--- src/rtl/mul_sqrt_2_if.sv ---
// Stream interface for mul_sqrt_2: sample in, scaled sample out, valid/ready on both sides.
interface mul_sqrt_2_if #(parameter int N = 3);
  localparam int W = 2**N;

  logic signed [W-1:0] in_data;
  logic                in_valid;
  logic                in_ready;
  logic signed [W-1:0] out_data;
  logic                out_valid;
  logic                out_ready;
  logic                out_sat;

  modport master (output in_data, in_valid, out_ready,
                  input  in_ready, out_data, out_valid, out_sat);
  modport slave  (input  in_data, in_valid, out_ready,
                  output in_ready, out_data, out_valid, out_sat);
endinterface

--- src/rtl/mul_sqrt_2.sv ---
// x*sqrt(2) ~= x + x>>>2 + x>>>3 + x>>>5 + x>>>7, two-stage valid/ready pipeline.
// Define MUL_SQRT_2_SAT_EN to clip the result to W bits and flag it on out_sat.
module mul_sqrt_2 #(
  parameter int N = 3
) (
  input  logic         clk,
  input  logic         rst,
  mul_sqrt_2_if.slave  s
);
  localparam int W      = 2**N;
  localparam int STAGES = 2;
`ifdef MUL_SQRT_2_SAT_EN
  localparam int TW = W + 2;
`else
  // wrap mode keeps only the low W bits, and modular adds need no headroom
  localparam int TW = W;
`endif

  typedef struct packed {
    logic signed [TW-1:0] a;
    logic signed [TW-1:0] b;
    logic signed [TW-1:0] c;
  } s1_t;

  logic [STAGES:1]     vld_pipe;
  logic                adv1, adv2, in_xfer;
  logic signed [TW-1:0] xe, sum;
  logic signed [W-1:0] res_d, res_q;
  s1_t                 s1_d, s1_q;

  assign adv2       = ~vld_pipe[2] | s.out_ready;
  assign adv1       = ~vld_pipe[1] | adv2;
  assign in_xfer    = s.in_valid & adv1;
  assign s.in_ready = adv1;
  assign s.out_valid = vld_pipe[2];
  assign s.out_data  = res_q;

  assign xe = TW'(s.in_data);

  always_comb begin
    s1_d.a = xe + (xe >>> 2);
    s1_d.b = (xe >>> 3) + (xe >>> 5);
    s1_d.c = xe >>> 7;
  end

  assign sum = s1_q.a + s1_q.b + s1_q.c;

`ifdef MUL_SQRT_2_SAT_EN
  localparam logic signed [TW-1:0] MAXV = {3'b000, {(W-1){1'b1}}};
  localparam logic signed [TW-1:0] MINV = {3'b111, {(W-1){1'b0}}};
  logic sat_d, sat_q;

  always_comb begin
    res_d = sum[W-1:0];
    sat_d = 1'b0;
    if (sum > MAXV) begin
      res_d = MAXV[W-1:0];
      sat_d = 1'b1;
    end else if (sum < MINV) begin
      res_d = MINV[W-1:0];
      sat_d = 1'b1;
    end
  end

  always_ff @(posedge clk) begin
    if (rst)                        sat_q <= 1'b0;
    else if (vld_pipe[1] & adv2)    sat_q <= sat_d;
  end

  assign s.out_sat = sat_q;
`else
  assign res_d     = sum;
  assign s.out_sat = 1'b0;
`endif

  always_ff @(posedge clk) begin
    if (rst) begin
      vld_pipe <= '0;
      s1_q     <= '0;
      res_q    <= '0;
    end else begin
      if (in_xfer) begin
        s1_q        <= s1_d;
        vld_pipe[1] <= 1'b1;
      end else if (vld_pipe[1] & adv2) begin
        vld_pipe[1] <= 1'b0;
      end
      // stage 2 refills from stage 1 whenever it can move; drains only when stage 1 is empty
      if (vld_pipe[1] & adv2) begin
        res_q       <= res_d;
        vld_pipe[2] <= 1'b1;
      end else if (vld_pipe[2] & s.out_ready) begin
        vld_pipe[2] <= 1'b0;
      end
    end
  end
endmodule

--- src/flat_wrapper.sv ---
// flat-port wrapper written by rule: the top's interface ports become plain ports
module mul_sqrt_2_flat 
#(
  parameter int N = 3
)
  (clk, rst, s_in_data, s_in_valid, s_out_ready, s_in_ready, s_out_data, s_out_valid, s_out_sat);
  mul_sqrt_2_if #(.N(N)) s_i ();
  input  logic clk;
  input  logic rst;
  input wire logic [$bits(s_i.in_data)-1:0] s_in_data;
  input wire logic [$bits(s_i.in_valid)-1:0] s_in_valid;
  input wire logic [$bits(s_i.out_ready)-1:0] s_out_ready;
  output wire logic [$bits(s_i.in_ready)-1:0] s_in_ready;
  output wire logic [$bits(s_i.out_data)-1:0] s_out_data;
  output wire logic [$bits(s_i.out_valid)-1:0] s_out_valid;
  output wire logic [$bits(s_i.out_sat)-1:0] s_out_sat;
  assign s_i.in_data = s_in_data;
  assign s_i.in_valid = s_in_valid;
  assign s_i.out_ready = s_out_ready;
  assign s_in_ready = s_i.in_ready;
  assign s_out_data = s_i.out_data;
  assign s_out_valid = s_i.out_valid;
  assign s_out_sat = s_i.out_sat;
  mul_sqrt_2 #(.N(N)) u_core (.clk(clk), .rst(rst), .s(s_i));
endmodule
--- config.mk ---
export PLATFORM = sky130hd
export DESIGN_NAME = mul_sqrt_2_flat
export DESIGN_NICKNAME = d
export VERILOG_FILES = /design/src/rtl/mul_sqrt_2_if.sv /design/src/rtl/mul_sqrt_2.sv /design/src/flat_wrapper.sv
export SDC_FILE = /design/constraint.sdc
export NUM_CORES = 1
export LEC_CHECK = 0
export ABC_AREA = 1
export BUFFER_PORTS_ARGS = -buffer_cell sky130_fd_sc_hd__buf_2
export CELL_PAD_IN_SITES_DETAIL_PLACEMENT = 1
export CELL_PAD_IN_SITES_GLOBAL_PLACEMENT = 2
export CORE_UTILIZATION = 29
export CTS_CLUSTER_SIZE = 24
export DETAILED_ROUTE_END_ITERATION = 12
export PLACE_DENSITY_LB_ADDON = 0.08
export SYNTH_ARGS = -nofsm -noshare
export SYNTH_HDL_FRONTEND = slang
export SYNTH_SLANG_ARGS = --single-unit
export TNS_END_PERCENT = 30
--- constraint.sdc ---
create_clock -name clk -period 2.05 [get_ports clk]
set_input_delay 0.41 -clock clk [delete_from_list [all_inputs] [get_ports clk]]
set_output_delay 0.41 -clock clk [all_outputs]
set_load 0.01 [all_outputs]
==> flow_summary_export.csv, run 1 <==
group,metric,value,unit
run_status,status,"finished, final reports clean",
placement,io_buffer_count,21,
finish,finalInstanceArea,1900,um2
timing,hold_viol_final,0,
timing,setup_viol,0,
clocking,cts_root_buf,"clkbuf_8",
finish,utilization,36.5,%
clocking,cts_buffer_depth,2,
clocking,numCtsBuffers,3,
power_and_ir_drop,leakage,0.930,nW
critical_path,cp_max_fo,4,
finish,area_growth,19.0,%
global_route,grt_antenna_before_repair,0,
global_route,grt_overflow_total,0,
clocking,cts-hold-fix-buffers,0,
finish,insertedDiodeCount,0,
placement,place.gp.congestion,0.711,
timing,min_period,1.96,ns
placement,hpwl,3150,um
logic_synthesis,synth.net_count,242,
finish,final_nets,267,
critical_path,path_class,"reg -> reg",
floorplanning,die-width,76.2,um
floorplanning,coreArea,5200,um2
power_and_ir_drop,powerDensity,684,nW/um2
global_route,grt_pass1_vias,1483,
timing,finalClockSkew,0.00732,ns
min_path,hp-class,"in -> reg",
detailed_routing,vias,1383,
logic_synthesis,synth.top_cell.area_share,30.1,%
critical_path,crit_path_end_kind,"register",
critical_path,start_kind,"register",
detailed_routing,wl,3960,um
detailed_routing,wl_per_cell,13.1,um
floorplanning,ios,23,
global_route,grt_start_max_net_pins,17,
clocking,clk_pin_slew,0.09,ns
placement,dpl_cell_area,1770,um2
clocking,cts_tree,"yes",
logic_synthesis,synth_cell_types,28,
detailed_routing,ant_nets,0,
logic_synthesis,syn_area,1600,um2
timing,slew_viol_final,0,
finish,fillers,649,
finish,final_cells,303,
global_route,grt_pass1_wl,6870,um
clocking,htreeDepth,1,
logic_synthesis,yosysTopAreaCell,"dfxtp_1",
logic_synthesis,avgSynthCellArea,7.63,um2
clocking,clkLatencyLatePin,0.27,ns
timing,finalSetupTns,0,ns
floorplanning,rows,26,
detailed_routing,first_pass_iters,2,
power_and_ir_drop,ir_drop,0.000239,V
clocking,cts.sinks,24,
global_route,grt_usage,14.9,%
floorplanning,die_y,76.2,um
detailed_routing,drt_iter0_drc,27,
detailed_routing,drc,0,
logic_synthesis,synth_area_leaders,"dfxtp_1 (30%), ha_1 (10%), fa_1 (10%)",
floorplanning,die_area,5800,um2
detailed_routing,vias_per_cell,4.56,
timing,finalCritPeriodShare,95.4,%
finish,final_layout_size_suffix_gt1_share,21.5,%
logic_synthesis,yosysWarnings,0,
logic_synthesis,synth_seq_cells,24,
placement,place_inst,298,
critical_path,required,2.23,ns
logic_synthesis,synthCells,209,
logic_synthesis,yosysSeqAreaShare,30.1,%
floorplanning,start_util,30.6,%
timing,fmax,511,MHz
timing,rsz0062_at_grt,"true",
flow_run,cap_violations,0,
critical_path,worstPathArrival,2.13,ns
## Yosys cell counts, drive strengths merged
cell     n
clkbuf   1
dfxtp   24
a211oi   2
nand3b   3
nor2    34
nand3   16
inv     25
nand4    1
buf      5
nand2   40
xnor2    3
xor2     2
o211ai   3
o21ai   13
fa       8
ha      13
conb     1
or2      2
a21oi   13
## report_power, final
| part | leakage (nW) | switching, mW | internal (mW) |
|---|---|---|---|
| clock | 0.0288 | 0.163 | 0.172 |
| combinational | 0.702 | 0.243 | 0.187 |
| sequential | 0.199 | 0.0271 | 0.506 |
## state kept, by name, indices dropped and copies added (netlist names)
name	cells
u_core.s.out_data	8
u_core.s1_q	14
u_core.vld_pipe	2
## cells in the final DEF (no fill, tap or decap), types with 2 or more instances in the layout
cell type / n
o21ai_1: 2
inv_1: 23
nand2_2: 3
fa_2: 2
a21oi_1: 13
nand3_1: 12
ha_1: 9
xnor2_1: 3
a211oi_2: 2
buf_4: 5
nand2_1: 36
o211ai_1: 2
or2_1: 2
nor2_1: 34
fa_1: 6
xor2_1: 2
dfxtp_1: 23
nand3b_1: 3
ha_4: 3
nand3_2: 4
buf_2: 21
clkbuf_8: 4
o21ai_0: 11
## path summary, 6_finish.rpt
path	startpoint	to	slack, ns	cells past startpoint
worst min-delay path	s_out_ready	u_core.vld_pipe[2]	0.47	4
worst max register to register	u_core.s1_q[14]	u_core.s.out_data[5]	0.09	9
worst min register to register	u_core.s.out_data[2]	u_core.s.out_data[2]	0.48	2
worst max-delay path	u_core.s1_q[14]	u_core.s.out_data[5]	0.09	9
## final cells by class
type                    instances  area [um2]  share of cell area [%]
flip-flops and latches         24         484                    25.5
inverters                      25        96.3                    5.08
clock buffers                   4        55.1                    2.90
repair buffers                 26         143                    7.51
well taps                      70        87.6                    4.61
multi-input cells             154        1030                    54.4
## repair_timing
item,CTS,global route
pin swaps,0,8
setup endpoints to repair,2,5
gates resized for setup,2,9
buffers inserted,0,1
## per-layer routing
| layer | wire length (um) | vias to the layer above | GRT usage [%] |
|---|---|---|---|
| li1 | - | 716 | - |
| met1 | 1810 | 644 | 17.9 |
| met2 | 2010 | 18 | 27.3 |
| met3 | 75 | 5 | 1.92 |
| met4 | 55 | 0 | 5.19 |
| met5 | 0 | - | 0 |
## worst max-delay path: stages, from the launching register on
cell and delay (ns):
dfxtp_4 0.37, fa_1 0.46, ha_2 0.21, fa_2 0.37, nand2_2 0.08, nand2_2 0.07
nand3b_1 0.09, nand3_1 0.08, o211ai_1 0.09, inv_1 0.05
## cell families (layout without fill, tap and decap cells)
| group | after synthesis | after routing | synth area share, % |
|---|---|---|---|
| and+or+nand+nor | 96 | 96 | 26.3 |
| AOI/OAI and AO/OA | 31 | 31 | 11.5 |
| buffers and inverters | 31 | 55 | 8.94 |
| DFF | 24 | 24 | 30.1 |
| adders and majority gates | 21 | 21 | 20.2 |
| xor gates and xnor gates | 5 | 5 | 2.75 |
| other | 1 | 1 | 0.235 |
## metrics by stage
stage                     hold slack, ns  setup WS, ns  total power, mW
after global routing               0.498       -0.0411             1.40
final                              0.471        0.0935             1.30
after detailed placement           0.470       0.00438            0.936
after floorplan                    0.448        0.0524            0.825
after global placement             0.460        0.0578            0.921
after CTS                          0.468       0.00457             1.29
No activity file was read; power rests on OpenSTA's default activity.
==> inputs of run 2 (changes only) <==
--- a/config.mk
+++ b/config.mk
@@ -13,6 +13,7 @@
 export CTS_CLUSTER_SIZE = 24
 export DETAILED_ROUTE_END_ITERATION = 12
 export PLACE_DENSITY_LB_ADDON = 0.08
+export RECOVER_POWER = 50
 export SYNTH_ARGS = -nofsm -noshare
 export SYNTH_HDL_FRONTEND = slang
 export SYNTH_SLANG_ARGS = --single-unit
==> run 2 against run 1 <==
Cell count did not move; wire length increased by 0.15%; setup slack barely moved; count of clock-buffer cells in the layout stayed put; clock skew barely moved; via count down 0.22%; largest power group unchanged.
==> flow_summary_export.csv, run 2 (synthesized netlist as in run 1, its figures left out) <==
group,metric,value,unit
run_status,status,"finished, final reports clean",
critical_path,required,2.23,ns
power_and_ir_drop,p_total,1.29,mW
placement,io_buffer_count,21,
finish,final_nets,267,
power_and_ir_drop,pwr-share-clk,25.9,%
timing,hold_viol_final,0,
finish,final_common_cell,"nand2_1",
clocking,cts.sinks,24,
min_path,holdPathStages,4,
critical_path,cp_num_buf_inv,1,
global_route,grt_pass1_vias,1483,
clocking,cts_buffer_depth,2,
floorplanning,die-width,76.2,um
min_path,hp-class,"in -> reg",
detailed_routing,wl,3960,um
finish,utilization,36.0,%
timing,fin_hold_ws,0.461,ns
floorplanning,ios,23,
finish,final_cells,303,
timing,min_period,1.96,ns
critical_path,worstPathArrival,2.13,ns
clocking,numCtsBuffers,3,
detailed_routing,vias,1380,
finish,regArea,484,um2
critical_path,crit_path_end_kind,"register",
min_path,hold_end,"u_core.vld_pipe[2]",
finish,final_layout_size_suffix_gt1_share,17.2,%
clocking,cts_tree,"yes",
detailed_routing,drc,0,
power_and_ir_drop,p_int,861,uW
critical_path,path_class,"reg -> reg",
critical_path,rr_worst_depth,9,
finish,area_growth,17.6,%
power_and_ir_drop,sw_frac_of_total,33.5,%
floorplanning,start_util,30.6,%
global_route,grt_pass1_wl,6870,um
min_path,hold_start,"s_out_ready",
clocking,htreeDepth,1,
clocking,clk_pin_slew,0.09,ns
detailed_routing,first_pass_iters,2,
power_and_ir_drop,powerDensity,689,nW/um2
finish,fillers,650,
floorplanning,die_y,76.2,um
timing,finalClockSkew,0.00772,ns
global_route,grt_antenna_before_repair,0,
critical_path,cp_top_family,"adder cells",
finish,final_cell_mix,"nand2_1 (37), nor2_1 (34), inv_1 (23), dfxtp_1 (23)",
power_and_ir_drop,ir_drop,0.000240,V
clocking,cts_root_buf,"clkbuf_8",
critical_path,cpPeakStageDelay,0.46,ns
power_and_ir_drop,power_frac_seq,41.3,%
finish,multi_input_area,1020,um2
placement,place.gp.congestion,0.711,
clocking,clkLatencyLatePin,0.27,ns
finish,finalInstanceArea,1880,um2
power_and_ir_drop,switchingPower,433,uW
critical_path,crit_top_cell,"nand2_2",
critical_path,r2r_slack,0.09,ns
finish,insertedDiodeCount,0,
power_and_ir_drop,leakage,0.898,nW
critical_path,path_cells,"fa_1 > ha_2 > fa_2 > nand2_2 > nand2_2 > nand3b_1 > nand3_1 > o211ai_1 > inv_1",
finish,top_register,"u_core.s1_q",
critical_path,critPathSlowestCell,"fa_1",
flow_run,cap_violations,0,
critical_path,cp_max_fo,4,
power_and_ir_drop,p_comb_share,32.8,%
global_route,grt_usage,14.9,%
critical_path,start_kind,"register",
detailed_routing,drt_iter0_drc,27,
global_route,grt_start_max_net_pins,17,
detailed_routing,ant_nets,0,
floorplanning,rows,26,
floorplanning,coreArea,5200,um2
clocking,cts-hold-fix-buffers,0,
timing,finalCritPeriodShare,95.4,%
timing,slew_viol_final,0,
detailed_routing,wl_per_cell,13.1,um
placement,place_inst,298,
detailed_routing,vias_per_cell,4.55,
floorplanning,die_area,5800,um2
critical_path,worstReg2RegStart,"u_core.s1_q[14]",
critical_path,timing.rr.end,"u_core.s.out_data[5]",
finish,largest_reg_flops,14,
placement,dpl_cell_area,1770,um2
timing,fmax,511,MHz
timing,setup_viol,0,
placement,hpwl,3150,um
global_route,grt_overflow_total,0,
timing,rsz0062_at_grt,"true",
## run 2: cell type report
class                      instances  area share [%]
clock buffer                       4            2.94
tap                               70            4.67
sequential                        24            25.8
multi-input combinational        154            54.4
timing repair buffer              26            7.07
inverter                          25            5.14
## run 2: worst max-delay path by stage
stage | from | slack [ns] | depth (start not counted) | end
2_1_floorplan | u_core.s1_q[14] | 0.05 | 9 | u_core.s.out_data[7]
3_3_place_gp | u_core.s1_q[14] | 0.06 | 9 | u_core.s.out_data[7]
3_5_place_dp | u_core.s1_q[14] | 0.004 | 9 | u_core.s.out_data[7]
4_1_cts | u_core.s1_q[14] | 0.005 | 9 | u_core.s.out_data[7]
5_1_grt | u_core.s1_q[14] | -0.04 | 9 | u_core.s.out_data[5]
6_report | u_core.s1_q[14] | 0.09 | 9 | u_core.s.out_data[5]
## run 2: layer usage
metal  wire length (um)  up-vias  global-route usage, %
met5                  0        -                      0
met4                 55        0                   5.19
met3                 80        5                   1.92
met2               2010       18                   27.3
met1               1810      641                   17.9
li1                   -      716                      -
## run 2: timing repair
item | CTS | global route
pin swaps | 0 | 8
endpoints found under the setup margin | 2 | 5
gates resized for setup | 2 | 9
setup buffers | 0 | 1
## run 2: worst register-to-register path, stage by stage, from the launching register on
cell and delay, ns:
dfxtp_4 0.37, fa_1 0.46, ha_2 0.21, fa_2 0.37, nand2_2 0.08, nand2_2 0.07, nand3b_1 0.09, nand3_1 0.08
o211ai_1 0.09, inv_1 0.05
## run 2: power groups by stage
stage	Combinational [mW]	Sequential [mW]	Clock, mW
floorplan	0.277	0.549	0
global route	0.488	0.540	0.364
CTS	0.409	0.534	0.344
detailed placement	0.391	0.545	0
finish	0.425	0.533	0.335
global placement	0.377	0.544	0
## run 2: per-stage QoR
stage,setup TNS [ns],setup slack [ns]
after floorplan,0,0.0524
after global placement,0,0.0578
after detailed placement,0,0.00438
after CTS,0,0.00457
after global routing,-0.0587,-0.0411
final,0,0.0939
==> inputs of run 3 (changes only) <==
--- a/config.mk
+++ b/config.mk
@@ -7,9 +7,7 @@
 export LEC_CHECK = 0
 export ABC_AREA = 1
 export BUFFER_PORTS_ARGS = -buffer_cell sky130_fd_sc_hd__buf_2
-export CELL_PAD_IN_SITES_DETAIL_PLACEMENT = 1
-export CELL_PAD_IN_SITES_GLOBAL_PLACEMENT = 2
-export CORE_UTILIZATION = 29
+export CORE_UTILIZATION = 50
 export CTS_CLUSTER_SIZE = 24
 export DETAILED_ROUTE_END_ITERATION = 12
 export PLACE_DENSITY_LB_ADDON = 0.08
==> run 3 against run 2 <==
Setup slack got worse by 0.013 ns; final area down 3.6%; combinational power is 6.4% lower; critical path type unchanged.
==> flow_summary_export.csv, run 3 (synthesized netlist as in run 1, its figures left out) <==
group,metric,value,unit
power_and_ir_drop,p_total,1.28,mW
finish,final_nets,266,
detailed_routing,first_pass_iters,6,
finish,area_growth,13.3,%
floorplanning,start_util,52.7,%
detailed_routing,drc,0,
timing,min_period,1.97,ns
global_route,grt_usage,19.2,%
critical_path,critPathSlowestCell,"fa_1",
min_path,hp-class,"in -> reg",
floorplanning,die_area,3420,um2
global_route,grt_antenna_before_repair,0,
critical_path,cp_max_fo,4,
power_and_ir_drop,powerDensity,705,nW/um2
critical_path,worstPathArrival,2.23,ns
finish,final_layout_size_suffix_gt1_share,13.8,%
finish,final_common_cell,"nand2_1",
finish,final_cell_mix,"nand2_1 (40), nor2_1 (34), inv_1 (23), dfxtp_1 (23), nand3_1 (15)",
power_and_ir_drop,leakage,0.888,nW
critical_path,cpPeakStageDelay,0.55,ns
global_route,grt_pass1_wl,5130,um
detailed_routing,vias,1370,
global_route,grt_overflow_total,0,
clocking,cts.sinks,24,
finish,utilization,59.7,%
critical_path,start_kind,"register",
critical_path,required,2.31,ns
flow_run,cap_violations,0,
detailed_routing,vias_per_cell,4.96,
floorplanning,coreArea,3030,um2
power_and_ir_drop,ir_drop,0.000343,V
finish,final_cells,276,
finish,top_register,"u_core.s1_q",
floorplanning,die-width,58.5,um
timing,setup_viol,0,
timing,finalCritPeriodShare,96.0,%
clocking,cts_tree,"yes",
timing,fmax,508,MHz
clocking,clkLatencyLatePin,0.31,ns
critical_path,path_cells,"buf_4 > fa_1 > ha_4 > or2_1 > nand3_1 > nand3_1 > nand2_1 > nor2_1 > nor2_1",
finish,fillers,302,
timing,hold_viol_final,0,
clocking,numCtsBuffers,3,
placement,io_buffer_count,21,
detailed_routing,wl_per_cell,11.0,um
critical_path,crit_path_end_kind,"register",
floorplanning,ios,23,
global_route,grt_pass1_vias,1257,
floorplanning,rows,20,
placement,hpwl,2310,um
clocking,clk_pin_slew,0.14,ns
placement,place.gp.congestion,0.797,
finish,insertedDiodeCount,0,
finish,largest_reg_flops,14,
placement,place_inst,271,
global_route,grt_start_max_net_pins,17,
timing,finalClockSkew,0.00983,ns
run_status,status,"finished, final reports clean",
timing,slew_viol_final,0,
floorplanning,die_y,58.5,um
detailed_routing,wl,3050,um
critical_path,path_class,"reg -> reg",
detailed_routing,ant_nets,0,
clocking,cts_buffer_depth,2,
clocking,htreeDepth,1,
detailed_routing,drt_iter0_drc,45,
clocking,cts_root_buf,"clkbuf_4",
==> run 3: cell count changes in the layout (fill, tap and decap cells not counted), moves of 2 or more <==
| cell | delta |
|---|---|
| clkbuf_4 | +3 |
| nand3_2 | -2 |
| clkbuf_8 | -4 |
| nand2_1 | +3 |
| nand2_2 | -3 |
| nand3_1 | +2 |
==> run 3: critical path, delay by kind of cell (launching register included) <==
kind | cells | cell delay, ns
adder cells (fa/ha/maj) | 2 | 0.77
buffers and inverters | 1 | 0.15
AND/OR/NAND/NOR | 6 | 0.60
flip-flops | 1 | 0.39
==> run 3: cell type report <==
class / count / area (um2) / area share, %
multi-input combinational: 154 / 995 / 55.0
sequential: 24 / 484 / 26.8
timing repair buffer: 25 / 125 / 6.92
inverter: 25 / 96.3 / 5.33
tap: 44 / 55.1 / 3.04
clock inverter: 1 / 30.0 / 1.66
clock buffer: 3 / 22.5 / 1.25
==> run 3: timing repair <==
| action | in CTS | in global routing |
|---|---|---|
| hold buffers | 0 | 0 |
| buffers inserted | 0 | 1 |
| endpoints found under the setup margin | 0 | 5 |
| resized for setup | 0 | 6 |
==> run 3: path summary, 6_finish.rpt <==
| kind | startpoint | endpoint | slack, ns | depth (start not counted) |
|---|---|---|---|---|
| min | s_out_ready | u_core.vld_pipe[2] | 0.37 | 4 |
| max reg2reg | u_core.s1_q[14] | u_core.s.out_data[7] | 0.08 | 9 |
| max | u_core.s1_q[14] | u_core.s.out_data[7] | 0.08 | 9 |
| min reg2reg | u_core.s.out_data[2] | u_core.s.out_data[2] | 0.50 | 2 |
==> run 3: metal layers <==
layer | vias to the layer above | GRT usage (%) | share of wire [%] | wire [um]
met2 | 30 | 35.0 | 48 | 1450
li1 | 719 | - | - | -
met5 | - | 0 | 0 | 0
met1 | 617 | 23.9 | 48 | 1460
met4 | 0 | 6.80 | 1.9 | 57
met3 | 4 | 1.32 | 2.7 | 83
==> run 3: where the power goes <==
group          switching [mW]  internal (mW)  leakage, nW  total, mW
sequential             0.0272          0.507        0.199      0.534
clock                   0.145          0.197       0.0279      0.343
combinational           0.223          0.176        0.661      0.398
==> run 3: per-stage QoR <==
stage | setup slack, ns | cell area [um2] | hold slack, ns | TNS, ns
global placement | 0.0685 | 1730 | 0.460 | 0
detailed placement | 0.0312 | 1730 | 0.466 | 0
finish | 0.0813 | 1810 | 0.368 | 0
CTS | 0.00489 | 1790 | 0.395 | 0
floorplan | 0.0524 | 1600 | 0.448 | 0
global route | -0.00337 | 1810 | 0.400 | -0.00455
